--- src/rtl/sys_pkg.sv ---
// Shared definitions for the command-frame controller: command byte codes and FSM states.
package sys_pkg;

  localparam logic [7:0] CMD_RF_WR   = 8'hAA;
  localparam logic [7:0] CMD_RF_RD   = 8'hBB;
  localparam logic [7:0] CMD_ALU_OP  = 8'hCC;
  localparam logic [7:0] CMD_ALU_NOP = 8'hDD;

  typedef enum logic [3:0] {
    StIdle,
    StWrAddr,
    StWrData,
    StRdAddr,
    StRdWait,
    StOpa,
    StOpb,
    StFun,
    StAluWait,
    StPush
  } state_e;

endpackage

--- src/rtl/sys_ctrl_timeout.sv ---
// Mid-frame inactivity counter: clears on request, counts while enabled and
// raises a one-cycle expiry when TIMEOUT_CYC consecutive counting cycles have elapsed.
module sys_ctrl_timeout #(
  parameter int unsigned TIMEOUT_CYC = 1024
) (
  input  logic clk,
  input  logic rst_n,
  input  logic i_clr,
  input  logic i_inc,
  output logic o_expire
);

  localparam int unsigned CntW = $clog2(TIMEOUT_CYC);
  localparam logic [CntW-1:0] LastCnt = CntW'(TIMEOUT_CYC - 1);

  logic [CntW-1:0] r_cnt;
  logic [CntW-1:0] w_cnt_nxt;

  assign o_expire = i_inc & ~i_clr & (r_cnt == LastCnt);

  always_comb begin
    w_cnt_nxt = r_cnt;
    if (i_clr || o_expire) begin
      w_cnt_nxt = '0;
    end else if (i_inc) begin
      w_cnt_nxt = r_cnt + CntW'(1);
    end
  end

  always_ff @(posedge clk or negedge rst_n) begin
    if (!rst_n) begin
      r_cnt <= '0;
    end else begin
      r_cnt <= w_cnt_nxt;
    end
  end

endmodule

--- src/rtl/sys_ctrl_frame.sv ---
// Command-frame controller: decodes UART RX frames into RF writes/reads and ALU
// operations, and streams RF read data or ALU results into the TX FIFO.
module sys_ctrl_frame
  import sys_pkg::*;
#(
  parameter int unsigned DATA_WIDTH  = 8,
  parameter int unsigned ADDR_WIDTH  = 4,
  parameter int unsigned RES_BYTES   = 2,
  parameter int unsigned TIMEOUT_CYC = 1024,
  parameter int unsigned OPA_ADDR    = 0
) (
  input  logic                            REF_CLK,
  input  logic                            RST,
  input  logic [DATA_WIDTH-1:0]           RX_P_Data,
  input  logic                            RX_D_VLD,
  input  logic [DATA_WIDTH-1:0]           RdData,
  input  logic                            RdData_Valid,
  output logic [DATA_WIDTH-1:0]           WrData,
  output logic [ADDR_WIDTH-1:0]           Address,
  output logic                            Wr_En,
  output logic                            Rd_En,
  input  logic [RES_BYTES*DATA_WIDTH-1:0] ALU_OUT,
  input  logic                            OUT_Valid,
  output logic                            ALU_EN,
  output logic [ADDR_WIDTH-1:0]           ALU_FUN,
  output logic                            Gate_EN,
  input  logic                            Fifo_Full,
  output logic                            WR_INC,
  output logic [DATA_WIDTH-1:0]           Fifo_Wr_Data,
  output logic                            clk_div_en,
  output logic                            Frame_Err
);

  localparam int unsigned ResW = RES_BYTES * DATA_WIDTH;
  localparam int unsigned CntW = $clog2(RES_BYTES + 1);
  localparam logic [DATA_WIDTH-1:0] CmdWr  = DATA_WIDTH'(CMD_RF_WR);
  localparam logic [DATA_WIDTH-1:0] CmdRd  = DATA_WIDTH'(CMD_RF_RD);
  localparam logic [DATA_WIDTH-1:0] CmdOp  = DATA_WIDTH'(CMD_ALU_OP);
  localparam logic [DATA_WIDTH-1:0] CmdNop = DATA_WIDTH'(CMD_ALU_NOP);
  localparam logic [ADDR_WIDTH-1:0] OpaAddr = ADDR_WIDTH'(OPA_ADDR);
  localparam logic [ADDR_WIDTH-1:0] OpbAddr = ADDR_WIDTH'(OPA_ADDR + 1);
  localparam logic [CntW-1:0] AluLast = CntW'(RES_BYTES - 1);

  state_e                  r_state, w_state_nxt;
  logic [DATA_WIDTH-1:0]   r_wr_data, w_wr_data;
  logic [ADDR_WIDTH-1:0]   r_addr, w_addr;
  logic [ADDR_WIDTH-1:0]   r_alu_fun, w_alu_fun;
  logic [DATA_WIDTH-1:0]   r_fifo_data, w_fifo_data;
  logic                    r_wr_en, w_wr_en;
  logic                    r_rd_en, w_rd_en;
  logic                    r_alu_en, w_alu_en;
  logic                    r_gate_en, w_gate_en;
  logic                    r_wr_inc, w_wr_inc;
  logic                    r_frame_err, w_frame_err;
  logic [ResW-1:0]         r_res, w_res;
  logic [CntW-1:0]         r_idx, w_idx;
  logic [CntW-1:0]         r_last, w_last;
  logic                    w_timed;
  logic                    w_to_clr;
  logic                    w_expire;

  // Only states that are waiting on the next RX byte are subject to the timeout.
  assign w_timed = r_state inside {StWrAddr, StWrData, StRdAddr, StOpa, StOpb, StFun};
  assign w_to_clr = RX_D_VLD | (r_state == StIdle);

  sys_ctrl_timeout #(
    .TIMEOUT_CYC(TIMEOUT_CYC)
  ) u_timeout (
    .clk     (REF_CLK),
    .rst_n   (RST),
    .i_clr   (w_to_clr),
    .i_inc   (w_timed),
    .o_expire(w_expire)
  );

  always_comb begin
    w_state_nxt = r_state;
    w_wr_data   = r_wr_data;
    w_addr      = r_addr;
    w_alu_fun   = r_alu_fun;
    w_fifo_data = r_fifo_data;
    w_gate_en   = r_gate_en;
    w_res       = r_res;
    w_idx       = r_idx;
    w_last      = r_last;
    w_wr_en     = 1'b0;
    w_rd_en     = 1'b0;
    w_alu_en    = 1'b0;
    w_wr_inc    = 1'b0;
    w_frame_err = 1'b0;

    case (r_state)
      StIdle: begin
        if (RX_D_VLD) begin
          if (RX_P_Data == CmdWr) begin
            w_state_nxt = StWrAddr;
          end else if (RX_P_Data == CmdRd) begin
            w_state_nxt = StRdAddr;
          end else if (RX_P_Data == CmdOp) begin
            w_state_nxt = StOpa;
          end else if (RX_P_Data == CmdNop) begin
            w_state_nxt = StFun;
          end else begin
            w_frame_err = 1'b1;
          end
        end
      end
      StWrAddr: begin
        if (RX_D_VLD) begin
          w_addr      = RX_P_Data[ADDR_WIDTH-1:0];
          w_state_nxt = StWrData;
        end
      end
      StWrData: begin
        if (RX_D_VLD) begin
          w_wr_data   = RX_P_Data;
          w_wr_en     = 1'b1;
          w_state_nxt = StIdle;
        end
      end
      StRdAddr: begin
        if (RX_D_VLD) begin
          w_addr      = RX_P_Data[ADDR_WIDTH-1:0];
          w_rd_en     = 1'b1;
          w_state_nxt = StRdWait;
        end
      end
      StRdWait: begin
        if (RdData_Valid) begin
          w_res       = ResW'(RdData);
          w_idx       = '0;
          w_last      = '0;
          w_state_nxt = StPush;
        end
      end
      StOpa: begin
        if (RX_D_VLD) begin
          w_addr      = OpaAddr;
          w_wr_data   = RX_P_Data;
          w_wr_en     = 1'b1;
          w_state_nxt = StOpb;
        end
      end
      StOpb: begin
        if (RX_D_VLD) begin
          w_addr      = OpbAddr;
          w_wr_data   = RX_P_Data;
          w_wr_en     = 1'b1;
          w_state_nxt = StFun;
        end
      end
      StFun: begin
        if (RX_D_VLD) begin
          w_alu_fun   = RX_P_Data[ADDR_WIDTH-1:0];
          w_alu_en    = 1'b1;
          w_gate_en   = 1'b1;
          w_state_nxt = StAluWait;
        end
      end
      StAluWait: begin
        if (OUT_Valid) begin
          w_res       = ALU_OUT;
          w_gate_en   = 1'b0;
          w_idx       = '0;
          w_last      = AluLast;
          w_state_nxt = StPush;
        end
      end
      StPush: begin
        // A word leaves the shift register only in a cycle where it is actually pushed.
        if (!Fifo_Full) begin
          w_wr_inc    = 1'b1;
          w_fifo_data = r_res[DATA_WIDTH-1:0];
          w_res       = r_res >> DATA_WIDTH;
          if (r_idx == r_last) begin
            w_state_nxt = StIdle;
          end else begin
            w_idx = r_idx + CntW'(1);
          end
        end
      end
      default: w_state_nxt = StIdle;
    endcase

    // Expiry only fires in byte-waiting states with no byte this cycle, so it never
    // overlaps an accepted byte or an illegal-command error.
    if (w_expire) begin
      w_state_nxt = StIdle;
      w_frame_err = 1'b1;
      w_gate_en   = 1'b0;
    end
  end

  always_ff @(posedge REF_CLK or negedge RST) begin
    if (!RST) begin
      r_state     <= StIdle;
      r_wr_data   <= '0;
      r_addr      <= '0;
      r_alu_fun   <= '0;
      r_fifo_data <= '0;
      r_wr_en     <= 1'b0;
      r_rd_en     <= 1'b0;
      r_alu_en    <= 1'b0;
      r_gate_en   <= 1'b0;
      r_wr_inc    <= 1'b0;
      r_frame_err <= 1'b0;
      r_res       <= '0;
      r_idx       <= '0;
      r_last      <= '0;
    end else begin
      r_state     <= w_state_nxt;
      r_wr_data   <= w_wr_data;
      r_addr      <= w_addr;
      r_alu_fun   <= w_alu_fun;
      r_fifo_data <= w_fifo_data;
      r_wr_en     <= w_wr_en;
      r_rd_en     <= w_rd_en;
      r_alu_en    <= w_alu_en;
      r_gate_en   <= w_gate_en;
      r_wr_inc    <= w_wr_inc;
      r_frame_err <= w_frame_err;
      r_res       <= w_res;
      r_idx       <= w_idx;
      r_last      <= w_last;
    end
  end

  assign WrData       = r_wr_data;
  assign Address      = r_addr;
  assign Wr_En        = r_wr_en;
  assign Rd_En        = r_rd_en;
  assign ALU_EN       = r_alu_en;
  assign ALU_FUN      = r_alu_fun;
  assign Gate_EN      = r_gate_en;
  assign WR_INC       = r_wr_inc;
  assign Fifo_Wr_Data = r_fifo_data;
  assign Frame_Err    = r_frame_err;
  assign clk_div_en   = 1'b1;

endmodule
--- config.mk ---
export PLATFORM = sky130hd
export DESIGN_NAME = sys_ctrl_frame
export DESIGN_NICKNAME = d
export VERILOG_FILES = /design/src/rtl/sys_pkg.sv /design/src/rtl/sys_ctrl_timeout.sv /design/src/rtl/sys_ctrl_frame.sv
export SDC_FILE = /design/constraint.sdc
export NUM_CORES = 1
export LEC_CHECK = 0
export ABC_AREA = 0
export CAP_MARGIN = 25
export CORE_MARGIN = 2
export CORE_UTILIZATION = 25
export CTS_BUF_LIST = sky130_fd_sc_hd__clkbuf_8
export CTS_CLUSTER_SIZE = 20
export DETAILED_ROUTE_END_ITERATION = 12
export PLACE_DENSITY = 0.59
export SYNTH_ARGS = -nofsm -noshare
export SYNTH_HDL_FRONTEND = slang
export SYNTH_SLANG_ARGS = --single-unit
--- constraint.sdc ---
create_clock -name REF_CLK -period 1.9 [get_ports REF_CLK]
set_clock_uncertainty 0.2 [all_clocks]
set_input_delay 0.285 -clock REF_CLK [delete_from_list [all_inputs] [get_ports REF_CLK]]
set_output_delay 0.285 -clock REF_CLK [all_outputs]
set_load 0.01 [all_outputs]
==> results of run 1 <==
per-layer routing:
| metal | wire, um | up-vias | global-route usage, % | share of wire, % |
|---|---|---|---|---|
| li1 | - | 1325 | - | - |
| met1 | 3810 | 1365 | 15.2 | 44 |
| met2 | 4150 | 69 | 20.6 | 48 |
| met3 | 519 | 16 | 3.88 | 6.0 |
| met4 | 157 | 0 | 5.35 | 1.8 |
| met5 | 0 | - | 0 | 0 |
stage by stage:
stage / hold WS (ps) / util [%] / cells
2_1_floorplan: -211 / - / 300
3_3_place_gp: 43.5 / 35.3 / 574
3_5_place_dp: 45.2 / 35.3 / 574
4_1_cts: 202 / 37.4 / 591
5_1_grt: 43.0 / 39.1 / 602
6_report: 49.7 / 39.1 / 602
final cells by class:
class | instances | share of cell area [%]
Clock buffer | 9 | 2.50
Multi-Input combinational cell | 200 | 33.1
Timing Repair Buffer | 131 | 25.2
Sequential cell | 63 | 31.9
Inverter | 20 | 1.52
Clock inverter | 7 | 1.44
Tap cell | 172 | 4.34
power groups by stage:
stage | sequential [uW] | combinational (uW) | clock [uW]
detailed placement | 2150 | 3310 | 0
global route | 2210 | 4020 | 1270
global placement | 2130 | 3250 | 0
floorplan | 2180 | 1700 | 0
finish | 2150 | 3730 | 1160
CTS | 2130 | 3430 | 1190
registers in the layout (all words and copies together), names as in the netlist:
name / cells
Frame_Err: 1
ALU_EN: 1
r_last: 1
r_res: 16
WrData: 8
Gate_EN: 1
r_idx: 2
Rd_En: 1
Fifo_Wr_Data: 8
r_state: 4
Wr_En: 1
WR_INC: 1
ALU_FUN: 4
Address: 4
u_timeout.r_cnt: 10
path summary, 6_finish.rpt:
path | startpoint | end | slack (ps) | cells past startpoint
min reg2reg | r_res[4]$_DFFE_PN0P_ | Fifo_Wr_Data[4]$_DFFE_PN0P_ | 310 | 1
max reg2reg | r_state[1]$_DFFE_PN0P_ | r_res[5]$_DFFE_PN0P_ | -5 | 6
min in group asynchronous | RST | WrData[3]$_DFFE_PN0P_ | 210 | 2
min | RX_P_Data[5] | WrData[5]$_DFFE_PN0P_ | 50 | 2
max in group asynchronous | RST | r_state[1]$_DFFE_PN0P_ | 690 | 3
max | r_state[1]$_DFFE_PN0P_ | r_res[5]$_DFFE_PN0P_ | -5 | 6
cell usage in the layout (no fill, tap or decap), types with 3 or more instances in the layout:
cell type	synthesis	routed
dlymetal6s2s_1	0	3
buf_4	4	51
dfrtp_1	63	61
nor3_1	4	3
or3_1	5	3
mux2_4	8	8
mux2_2	24	24
nand4_1	6	6
buf_12	0	5
a22oi_2	0	4
buf_6	3	6
nand3_1	13	11
clkinvlp_4	0	3
clkdlybuf4s50_1	0	62
o21ai_0	8	8
nor2_1	9	8
xor2_1	5	5
or4_1	3	3
a22oi_1	8	4
mux2i_1	13	12
xnor2_1	3	3
clkbuf_8	0	9
inv_1	20	20
o31ai_1	4	4
nor2b_1	4	4
nand2_1	26	26
a21oi_1	9	9
worst register-to-register path, stage by stage, from the launching register on:
cell and delay, ps:
dfrtp_2 450, buf_6 150, nor3b_4 280, a31oi_4 130, nand2_2 100, buf_12 140
mux2_2 350
logic make-up (layout without fill, tap and decap cells):
group | after synthesis | after routing | synth area share [%]
buf+inv | 37 | 167 | 5.65
simple gates | 93 | 93 | 15.8
xor+xnor | 8 | 8 | 2.15
flops | 63 | 63 | 48.5
other cells | 1 | 1 | 0.115
fa+ha+maj | 1 | 1 | 0.385
compound gates | 52 | 52 | 11.4
mux | 45 | 45 | 16.0
what timing repair did:
item                                    4_1_cts  5_1_grt
buffers inserted                              0       13
endpoints found under the hold margin        17        0
pin swaps                                     4       14
gates resized for setup                      14       28
gates cloned                                  0        0
endpoints found under the setup margin       25       49
hold buffers                                  1        0
==> impl_results.md, run 1 <==
* Tot Pwr at between 7000 and 8000 uW
* IO buf count at 67
* Net switching power at between 2000 and 2500 uW
* Mapped Area at between 0.003 and 0.004 mm^2
* Final worst path period share at 100%
* Drt drc at 0
* Failing checks: setup timing
* Largest stage delay, worst path at 450 ps
* Synth Register Bits at 63
* Distinct cells, synth at a little under 60
* Top delay family on crit path: flip-flops
* Final wirelength at 8.64 mm
* Fmax at between 500 and 600 MHz
* Fin nets at about 460
* Critical path class: reg2reg
* Die W at roughly 120 um
* Worst slack at placement at -408 ps
* Post-DP HPWL at between 6 and 7 mm
* Top FF cell, synth: dfrtp_1
* Crit-path max FO at 13
* CP arrival at between 1500 and 2000 ps
* Tmin final at 1910 ps
* EDFF count, synth at 0
* Layout cells sized above 1 at about a third
* Logic pwr share at about 53%
* Async set-or-reset flop fraction in the synthesized netlist at 100%
* Worst setup EP type: register
* Sw Ratio at approximately a third
* # setup viols final at 1
* Initial antenna violation count at 0
* Internal power at ~4600 uW
* Die height at 118 um
* Status: complete, but fails checks
* Worst Hold Class: in2reg
* Pleak at 0.00219 uW
* Root Buffer: clkbuf_8
* Buffers & Inverters on Critical Path at 2
* Largest net degree at the start of global routing at between 40 and 50
* Synthesis Warnings at 0
* Core Area at 0.0127 mm^2
* Clk pin slew, worst setup/hold paths at 70 ps
* Gr usage total at 12.6%
* Required time of the critical path at ~1900 ps
* Total negative setup slack at -5.06 ps
* Area of the multi-input gates at between 0.0015 and 0.002 mm^2
* Max-slew violation count at 0
* Part of the Yosys area used for sequential elements at between 40% and 50%
* Filler cell count at about 1.2k
* Crit path launch type: register
* RSZ-0062 raised after global routing: yes
* Gpl congestion at between 0.8 and 0.9
* Htree depth at 3
* FF+latch area at approximately 0.0016 mm^2
* Max Cap Viol at 0
* CTS Sinks at 63
* Die area at ~0.014 mm^2
* Final Instance Area at approximately 0.005 mm^2
* Total grt overflow at 0
* Ant diodes at 0
* Post-Place Cell Area at 0.00448 mm^2
* Worst VDD drop at ~0.00085 V
* Cell Chain, Critical Path: buf_6, nor3b_4, a31oi_4, nand2_2, buf_12, mux2_2
* Top cells by area, synth: dfrtp_1, mux2_2, mux2i_1, mux2_4, nand2_1
* Via count at about 2.8k
* PnR worst setup slack at -5.06 ps
* Io pins at 69
* Clock network power share at around 17%
* Synth Instances at 300
* Share of the synthesized area in the top cell type at between 40% and 50%
* Vias per inst at between 4 and 5
* Antenna-violating nets left at 0
* Mean routed wirelength per cell at around 14 um
* Net Count, Synth at approximately 340
* Area delta synth->final at 52.3%
* Clock Latency Late Sink at 350 ps
* Standard-cell rows at 41
* Most frequent cell after synthesis: dfrtp_1
* Biggest area consumer among synthesized cells: dfrtp_1
* CTS max path bufs at 2
* First-pass GRT wire length at between 10 and 15 mm
* Vias in the first global route at about 2.8k
* 1st-iter DRT viols at ~100
* Initial Util at 25.7%
* Avg Cell Area, Syn at 10.8 um^2
* CTS tree: yes
* First drt pass iteration count at 5
* Flop pwr share at between 30% and 40%
* Top cells by count, synth: dfrtp_1, nand2_1, mux2_2
* Final Hold Viols at 0
* TritonCTS Buffers at 9
* Slowest-stage cell, CP: dfrtp_2
* Power Dens Cells at 1420 mW/mm^2
No activity file was read; power rests on OpenSTA's default activity.
==> run 2: changes to the inputs <==
--- a/config.mk
+++ b/config.mk
@@ -12,7 +12,9 @@
 export CTS_BUF_LIST = sky130_fd_sc_hd__clkbuf_8
 export CTS_CLUSTER_SIZE = 20
 export DETAILED_ROUTE_END_ITERATION = 12
+export GPL_ROUTABILITY_DRIVEN = 0
 export PLACE_DENSITY = 0.59
+export SKIP_CTS_REPAIR_TIMING = 1
 export SYNTH_ARGS = -nofsm -noshare
 export SYNTH_HDL_FRONTEND = slang
 export SYNTH_SLANG_ARGS = --single-unit
==> impl_results.md, run 2 (synthesized netlist as in run 1, its figures left out) <==
* IO buf count at 67 (unchanged)
* Io pins at 69 (unchanged)
* Placed Instances at 574 (unchanged)
* Worst Hold Class: in2reg
* Fin nets at 463 (-0.22%)
* FF+latch area at 0.00158 mm^2 (unchanged)
* Failing checks: setup timing
* Vias in the first global route at 2799 (-0.99%)
* CTS tree: yes
* Vias per inst at 4.55 (-1.2%)
* Via count at 2736 (-1.4%)
* First-pass GRT wire length at 14.0 mm (-0.35%)
* CTS Sinks at 63 (unchanged)
* Final wirelength at 8.70 mm (+0.66%)
* First drt pass iteration count at 4 (-1)
* Worst slack at placement at -408 ps (unchanged)
* Most frequent cells in the layout: clkdlybuf4s50_1, dfrtp_1, buf_4, nand2_1, mux2_2
* Required time of the critical path at 1930 ps (about the same)
* Largest net degree at the start of global routing at 47 (unchanged)
* 1st-iter DRT viols at 122 (+21%)
* Total grt overflow at 0 (unchanged)
* Max Cap Viol at 0 (unchanged)
* Initial Util at 25.7% (unchanged)
* Max-slew violation count at 0 (unchanged)
* Standard-cell rows at 41 (unchanged)
* Final Hold Viols at 0 (unchanged)
* Critical path class: reg2reg
* Root Buffer: clkbuf_8
* Layout cells sized above 1 at 33.6% (+0.54 points)
* Power Dens Cells at 1430 mW/mm^2 (+0.65%)
* Area of the multi-input gates at 0.00166 mm^2 (+1.2%)
* Post-DP HPWL at 6.27 mm (unchanged)
* Crit-path max FO at 6 (-7)
* PnR worst setup slack at -7.89 ps (-2.83 ps)
* CTS max path bufs at 2 (unchanged)
* Biggest regs: r_res: 16 flops, u_timeout.r_cnt: 10 flops
* Status: complete, but fails checks
* Final worst path period share at 100% (+0.15 points)
* Worst VDD drop at 0.000842 V (-1.4%)
* Biggest register: r_res
* TritonCTS Buffers at 9 (unchanged)
* Drt drc at 0 (unchanged)
* Fin cells at 601 (-0.17%)
* RSZ-0062 raised after global routing: yes
* Clk pin slew, worst setup/hold paths at 70 ps (about the same)
* Die W at 118 um (unchanged)
* Area delta synth->final at 53.3%
* Htree depth at 3 (unchanged)
* CP arrival at 1940 ps (about the same)
* Total negative setup slack at -19.4 ps (-14.3 ps)
* Tmin final at 1910 ps (+2.83 ps)
* Core Area at 0.0127 mm^2 (unchanged)
* Die height at 118 um (unchanged)
* Mean routed wirelength per cell at 14.5 um (+0.83%)
* Antenna-violating nets left at 0 (unchanged)
* Clock Latency Late Sink at 340 ps (about the same)
* Commonest non-fill, non-tap cell in the layout: clkdlybuf4s50_1
* Pleak at 0.00220 uW (+0.81%)
* Crit path launch type: register
* Worst setup EP type: register
* Filler cell count at 1234 (-0.72%)
* Fmax at 524 MHz (-0.15%)
* Ant diodes at 0 (unchanged)
* WHS at 53.6 ps (+3.92 ps)
* Die area at 0.0139 mm^2 (unchanged)
* Initial antenna violation count at 0 (unchanged)
* Max reg flops at 16 (unchanged)
* Gr usage total at 12.5% (-0.053 points)
* # setup viols final at 3 (+2)
[run 2: changes by cell type in the layout (fill, tap and decap cells not counted), sizes merged]
cell and delta:
dlygate4sd2 -1, dlymetal6s2s +1, buf -2, clkbuf +1
[run 2: worst paths after layout]
check                                       startpoint                     endpoint  slack, ps  cells after the start
min in group asynchronous                          RST       Address[2]$_DFFE_PN0P_        210                      2
worst min register to register    r_res[4]$_DFFE_PN0P_  Fifo_Wr_Data[4]$_DFFE_PN0P_        310                      1
worst max-delay path            r_state[2]$_DFFE_PN0P_         r_res[0]$_DFFE_PN0P_         -8                      6
worst max register to register  r_state[2]$_DFFE_PN0P_         r_res[0]$_DFFE_PN0P_         -8                      6
max in group asynchronous                          RST       r_state[1]$_DFFE_PN0P_        680                      3
worst min-delay path                      RX_P_Data[6]        WrData[6]$_DFFE_PN0P_         50                      2
[run 2: routing by layer]
| metal | share of wire (%) | vias to the layer above | global-route usage (%) | wire length [um] |
|---|---|---|---|---|
| li1 | - | 1322 | - | - |
| met1 | 44 | 1342 | 15.1 | 3860 |
| met2 | 48 | 60 | 20.7 | 4170 |
| met3 | 6.2 | 12 | 3.88 | 537 |
| met4 | 1.5 | 0 | 5.05 | 129 |
| met5 | 0 | - | 0 | 0 |
[run 2: final cells by class]
type / instances / area share (%)
Clock inverter: 7 / 1.43
Inverter: 20 / 1.51
Tap cell: 172 / 4.32
Timing Repair Buffer: 130 / 25.3
Sequential cell: 63 / 31.7
Clock buffer: 9 / 2.48
Multi-Input combinational cell: 200 / 33.3
[run 2: critical path: stages, from the launching register on]
cell and delay [ps]:
dfrtp_1 440, buf_4 180, nor3b_4 260, a31oi_4 140, nand2_4 110, clkbuf_16 150, mux2_2 320
[run 2: stage by stage]
step / instance area (um^2) / util, % / total power, uW
2_1_floorplan: 3260 / - / 3880
3_3_place_gp: 4480 / 35.3 / 5380
3_5_place_dp: 4480 / 35.3 / 5470
4_1_cts: 4670 / 36.9 / 6660
5_1_grt: 4990 / 39.4 / 7600
6_report: 4990 / 39.4 / 7130
[run 2: power breakdown]
group	leakage (uW)	switching (uW)	internal, uW
Clock	0.0000916	553	604
Sequential	0.000812	324	1830
Combinational	0.00130	1580	2250
Total	0.00220	2450	4680
